[src/rtl/debounce_pkg.sv]
// Shared defaults and sizing helper for the input debouncer.
package debounce_pkg;

  localparam int DEFAULT_SYNC_STAGES    = 2;
  localparam int DEFAULT_DEBOUNCE_COUNT = 500000;

  function automatic int cnt_width(input int count);
    int w;
    w = $clog2(count);
    return (w < 1) ? 1 : w;
  endfunction

endpackage

[src/rtl/debounce_bit.sv]
// One input bit: synchroniser, hold counter, stable level and press/release pulses.
// Latency SYNC_STAGES+DEBOUNCE_COUNT cycles from a stable din; free-running, no backpressure.
module debounce_bit
  import debounce_pkg::*;
#(
  parameter int SYNC_STAGES    = DEFAULT_SYNC_STAGES,
  parameter int DEBOUNCE_COUNT = DEFAULT_DEBOUNCE_COUNT
) (
  input  logic clk,
  input  logic rstN,
  input  logic din,
  output logic dout,
  output logic rise,
  output logic fall
);

  localparam int CW = cnt_width(DEBOUNCE_COUNT);
  localparam logic [CW-1:0] CNT_LAST = CW'(DEBOUNCE_COUNT - 1);

  logic [SYNC_STAGES-1:0] sync_q;
  logic                   s;
  logic [CW-1:0]          cnt;

  assign s = sync_q[SYNC_STAGES-1];

  always_ff @(posedge clk or negedge rstN) begin
    if (!rstN) begin
      sync_q <= '0;
      cnt    <= '0;
      dout   <= 1'b0;
      rise   <= 1'b0;
      fall   <= 1'b0;
    end else begin
      sync_q <= {sync_q[SYNC_STAGES-2:0], din};
      rise   <= 1'b0;
      fall   <= 1'b0;
      // Any cycle agreeing with the current level restarts the hold window.
      if (s == dout) begin
        cnt <= '0;
      end else if (cnt == CNT_LAST) begin
        cnt  <= '0;
        dout <= s;
        rise <= s;
        fall <= ~s;
      end else begin
        cnt <= cnt + CW'(1);
      end
    end
  end

endmodule

[src/rtl/input_debounce.sv]
// Debounces WIDTH board inputs into levels plus rise/fall pulses; latency SYNC_STAGES+DEBOUNCE_COUNT, no backpressure.
// Define INPUT_DEBOUNCE_CAPTURE_EN to add a sticky rise-capture register (W1C) and an irq output.
module input_debounce
  import debounce_pkg::*;
#(
  parameter int WIDTH          = 8,
  parameter int SYNC_STAGES    = DEFAULT_SYNC_STAGES,
  parameter int DEBOUNCE_COUNT = DEFAULT_DEBOUNCE_COUNT
) (
  input  logic             clk,
  input  logic             rstN,
  input  logic [WIDTH-1:0] din,
  output logic [WIDTH-1:0] dout,
  output logic [WIDTH-1:0] rise,
  output logic [WIDTH-1:0] fall
`ifdef INPUT_DEBOUNCE_CAPTURE_EN
  ,
  input  logic [WIDTH-1:0] capture_clr,
  output logic [WIDTH-1:0] capture,
  output logic             irq
`endif
);

  for (genvar i = 0; i < WIDTH; i++) begin : g_bit
    debounce_bit #(
      .SYNC_STAGES    (SYNC_STAGES),
      .DEBOUNCE_COUNT (DEBOUNCE_COUNT)
    ) u_bit (
      .clk  (clk),
      .rstN (rstN),
      .din  (din[i]),
      .dout (dout[i]),
      .rise (rise[i]),
      .fall (fall[i])
    );
  end

`ifdef INPUT_DEBOUNCE_CAPTURE_EN
  // Set has priority so a press landing on a clear strobe is not lost.
  always_ff @(posedge clk or negedge rstN) begin
    if (!rstN) begin
      capture <= '0;
    end else begin
      capture <= (capture & ~capture_clr) | rise;
    end
  end

  assign irq = |capture;
`endif

endmodule

[config.mk]
export PLATFORM = sky130hd
export DESIGN_NAME = input_debounce
export DESIGN_NICKNAME = d
export VERILOG_FILES = /design/src/rtl/debounce_pkg.sv /design/src/rtl/debounce_bit.sv /design/src/rtl/input_debounce.sv
export SDC_FILE = /design/constraint.sdc
export NUM_CORES = 1
export LEC_CHECK = 0
export ABC_CLOCK_PERIOD_IN_PS = 4310
export BUFFER_PORTS_ARGS = -buffer_cell sky130_fd_sc_hd__clkbuf_2
export CORE_MARGIN = 3
export CORE_UTILIZATION = 29
export CTS_CLUSTER_DIAMETER = 200
export DETAILED_ROUTE_END_ITERATION = 12
export GPL_TIMING_DRIVEN = 0
export HOLD_SLACK_MARGIN = 0.1
export MAX_ROUTING_LAYER = met4
export PLACE_DENSITY = 0.39
export SYNTH_ARGS = -nofsm -noshare
export SYNTH_HDL_FRONTEND = slang
export SYNTH_HIERARCHICAL = 1
export SYNTH_SLANG_ARGS = --single-unit
[constraint.sdc]
create_clock -name clk -period 4.31 [get_ports clk]
set_input_delay 1.293 -clock clk [delete_from_list [all_inputs] [get_ports clk]]
set_output_delay 1.293 -clock clk [all_outputs]
set_load 0.005 [all_outputs]
==> flow_metrics.py <==
metrics = {
    "drt": {
        "first_iter_violations": 330,
        "post_drt_via_cell_ratio": 4.773,
        "route.detailed.drc": 0,
        "wl_per_cell_um": 13.93,
        "via_count": 6458,
        "ant_nets": 0,
        "dr.pass1.iters": 5,
        "wl_mm": 18.85,
    },
    "yosys": {
        "synth_area_sq_mm": 0.009219,
        "synth_xor_area_frac": 0.1226,
        "synth.mux.area_fraction": 0.01018,
        "seq_area_frac_synth": 0.5212,
        "synth-edff-count": 0,
        "avgSynthCellArea_sq_um": 10.35,
        "async_flop_share": 1.000,
        "yosys_warnings": 6,
        "postSynthCellCount": 891,
        "syn-num-nets": 909,
        "synth_compound_area_frac": 0.04085,
        "synth_fa_ha_area_frac": 0.01086,
        "synth-simple-area-share": 0.2744,
        "yosysUniqueCellTypes": 37,
        "ys_ff_latch": 192,
        "ys.flop_type": "dfrtp_1",
        "synth_top_family_by_area": "simple AND/OR/NAND/NOR gates",
    },
    "place": {
        "place.gp.congestion": 0.7264,
        "place_ws_ps": 1832,
        "io_buffers": 33,
        "hpwl_mm": 12.59,
    },
    "outcome": {
        "status": "complete, no violations",
    },
    "pwr": {
        "static-leakage-power_nw": 4.109,
        "power_density_mw_per_mm2": 338.1,
        "irDropWorstVdd_mv": 0.2764,
    },
    "global_routing": {
        "grt_first_pass_wirelength_mm": 33.44,
        "antenna_found_initial": 0,
        "grt_pass1_vias": 6519,
        "grt_max_degree": 104,
        "overflow": 0,
        "grt_usage": 0.1232,
    },
    "worst_hold_path": {
        "min_delay_path_depth": 0,
        "hp-class": "reg2reg",
        "min_from": "g_bit[0].u_bit/sync_q[0]",
        "holdPathEnd": "g_bit[0].u_bit/sync_q[1]",
    },
    "sta": {
        "max_freq_ghz": 0.4249,
        "fin_skew_ps": 11.30,
        "finalCritPeriodShare": 0.5461,
        "setup_ws_ps": 1956,
        "hold_viol_final": 0,
        "tns_ps": 0,
        "tightest_slew_ps": 764.2,
        "drv_slew": 0,
        "relSlewSlack": 0.4905,
        "finalSetupViolations": 0,
        "fin_crit_ps": 2354,
        "rsz0062_at_grt": "false",
    },
    "worst_setup_path": {
        "crit_path_max_fanout": 5,
        "critPathSlowestCell": "dfrtp_1",
        "worstPathArrival_ps": 1060,
        "critical_path.cell_chain": "clkbuf_2",
        "critPathMaxStageDelay_ps": 470,
        "regToRegStartpoint": "g_bit[0].u_bit/cnt[0]",
        "cp_num_buf_inv": 1,
        "critPathLaunchType": "flip-flop",
        "reg2reg_to": "g_bit[0].u_bit/cnt[18]",
        "critical-path-top-delay-family": "flip-flops",
        "r2r_slack_ps": 2150,
        "critical_path_class": "reg2out",
        "end_kind": "output pin",
        "cp.required_ps": 3020,
        "r2r_cells": 5,
    },
    "flow_run": {
        "cap_violations": 0,
    },
    "clocking": {
        "ctsHoldBuffers": 0,
        "cts_buffers": 17,
        "cts.sinks": 192,
        "ctsRootBufferMaster": "clkbuf_16",
        "cts_tree": "done",
        "clock_path_buffers": 2,
        "clk_pin_slew_ps": 70,
        "htreeDepth": 4,
        "cts_resized": 0,
        "post_cts_buffers": 0,
        "clock_latency_ps": 440,
    },
    "finish": {
        "area_growth_pct": 13.91,
        "nets": 962,
        "num_antenna_cells": 0,
        "drive_above_1_share": 0.1390,
    },
    "floorplanning": {
        "ios": 34,
        "fp.dieH_um": 184.3,
        "fp.dieW_um": 184.3,
        "dieArea_sq_mm": 0.03396,
        "floorplan.initialDensity": 0.2975,
        "fp.coreArea_sq_mm": 0.03099,
        "rows": 64,
    },
}
report_power, final:
part           switching (W)  internal, W  total (W)
clock               0.000744     0.000832    0.00158
sequential         0.0000274      0.00183    0.00185
combinational      0.0000853    0.0000359   0.000121
final cells by class:
cell class | instances | area (sq um)
Fill cell | 3161 | 20490
Sequential cell | 192 | 4805
Multi-Input combinational cell | 655 | 4230
Tap cell | 396 | 495.5
Clock buffer | 18 | 439.2
Timing Repair Buffer | 34 | 201.4
Clock inverter | 14 | 146.4
Buffer | 22 | 101.3
Inverter | 22 | 82.58
worst max path at each step:
| stage | start | end | depth (start not counted) |
|---|---|---|---|
| 5_1_grt | g_bit[0].u_bit/dout | dout[0] | 1 |
| 6_report | g_bit[0].u_bit/dout | dout[0] | 1 |
| 3_5_place_dp | rstN | g_bit[5].u_bit/cnt[0] | 2 |
| 2_1_floorplan | g_bit[0].u_bit/cnt[12] | g_bit[0].u_bit/cnt[10] | 5 |
| 3_3_place_gp | rstN | g_bit[5].u_bit/cnt[0] | 1 |
| 4_1_cts | g_bit[0].u_bit/dout | dout[0] | 1 |
per-stage QoR:
stage | utilization | total power [W] | cell area (sq um) | cells | hold WS (ps)
2_1_floorplan | - | 0.001944 | 9219 | 891 | 331.2
3_3_place_gp | 0.3188 | 0.002016 | 9879 | 1320 | 332.0
3_5_place_dp | 0.3200 | 0.002017 | 9916 | 1321 | 334.7
4_1_cts | 0.3389 | 0.003648 | 10500 | 1353 | 354.6
5_1_grt | 0.3389 | 0.003744 | 10500 | 1353 | 358.8
6_report | 0.3389 | 0.003550 | 10500 | 1353 | 351.0
Yosys cell counts, drive strengths merged (8+ instances only):
cell | count | area share
o21ai | 9 | 0.0053
a21oi | 15 | 0.011
mux2 | 8 | 0.010
nor3 | 46 | 0.025
nor2 | 147 | 0.060
xor2 | 34 | 0.032
nor3b | 16 | 0.013
nor4 | 28 | 0.022
buf | 15 | 0.0072
dfrtp | 192 | 0.52
nand4 | 76 | 0.058
nor4b | 14 | 0.013
nand3 | 46 | 0.025
and4 | 9 | 0.0087
xnor2 | 95 | 0.090
and3 | 10 | 0.0069
inv | 22 | 0.0090
nand2 | 55 | 0.022
ha | 8 | 0.011
sequential cells by signal, indices dropped and copies added (netlist names):
| name | count |
|---|---|
| g_bit.u_bit/cnt | 152 |
| g_bit.u_bit/sync_q | 16 |
| g_bit.u_bit/fall | 8 |
| g_bit.u_bit/dout | 8 |
| g_bit.u_bit/rise | 8 |
cell families (layout without fill, tap and decap cells):
group / count (synthesis) / after routing
multiplexers: 8 / 8
buffers and inverters: 44 / 110
XOR/XNOR: 129 / 129
AND/OR/NAND/NOR: 470 / 470
AO/OA/AOI/OAI: 40 / 40
flip-flops: 192 / 192
adder cells (fa/ha/maj): 8 / 8
layer usage:
metal / routed length [um] / up-vias / global-route usage
li1: - / 3256 / -
met1: 9707 / 3136 / 0.1702
met2: 8417 / 55 / 0.1845
met3: 523 / 11 / 0.02783
met4: 201 / 0 / 0.02994
met5: 0 / - / -
layout by cell type, fill, tap and decap left out, types with 9 or more instances in the layout:
cell type,synthesis,final
nor3b_1,16,16
dfrtp_1,192,192
and3_1,9,9
xnor2_1,95,95
clkbuf_2,7,39
nand2_1,55,55
xor2_1,34,34
nor4b_1,14,14
nand4_1,67,67
nand4_2,9,9
nor3_1,46,46
inv_1,22,22
clkbuf_16,0,17
nand3_1,46,46
nor2_1,147,147
nor4_1,26,26
No activity file was read; power rests on OpenSTA's default activity.
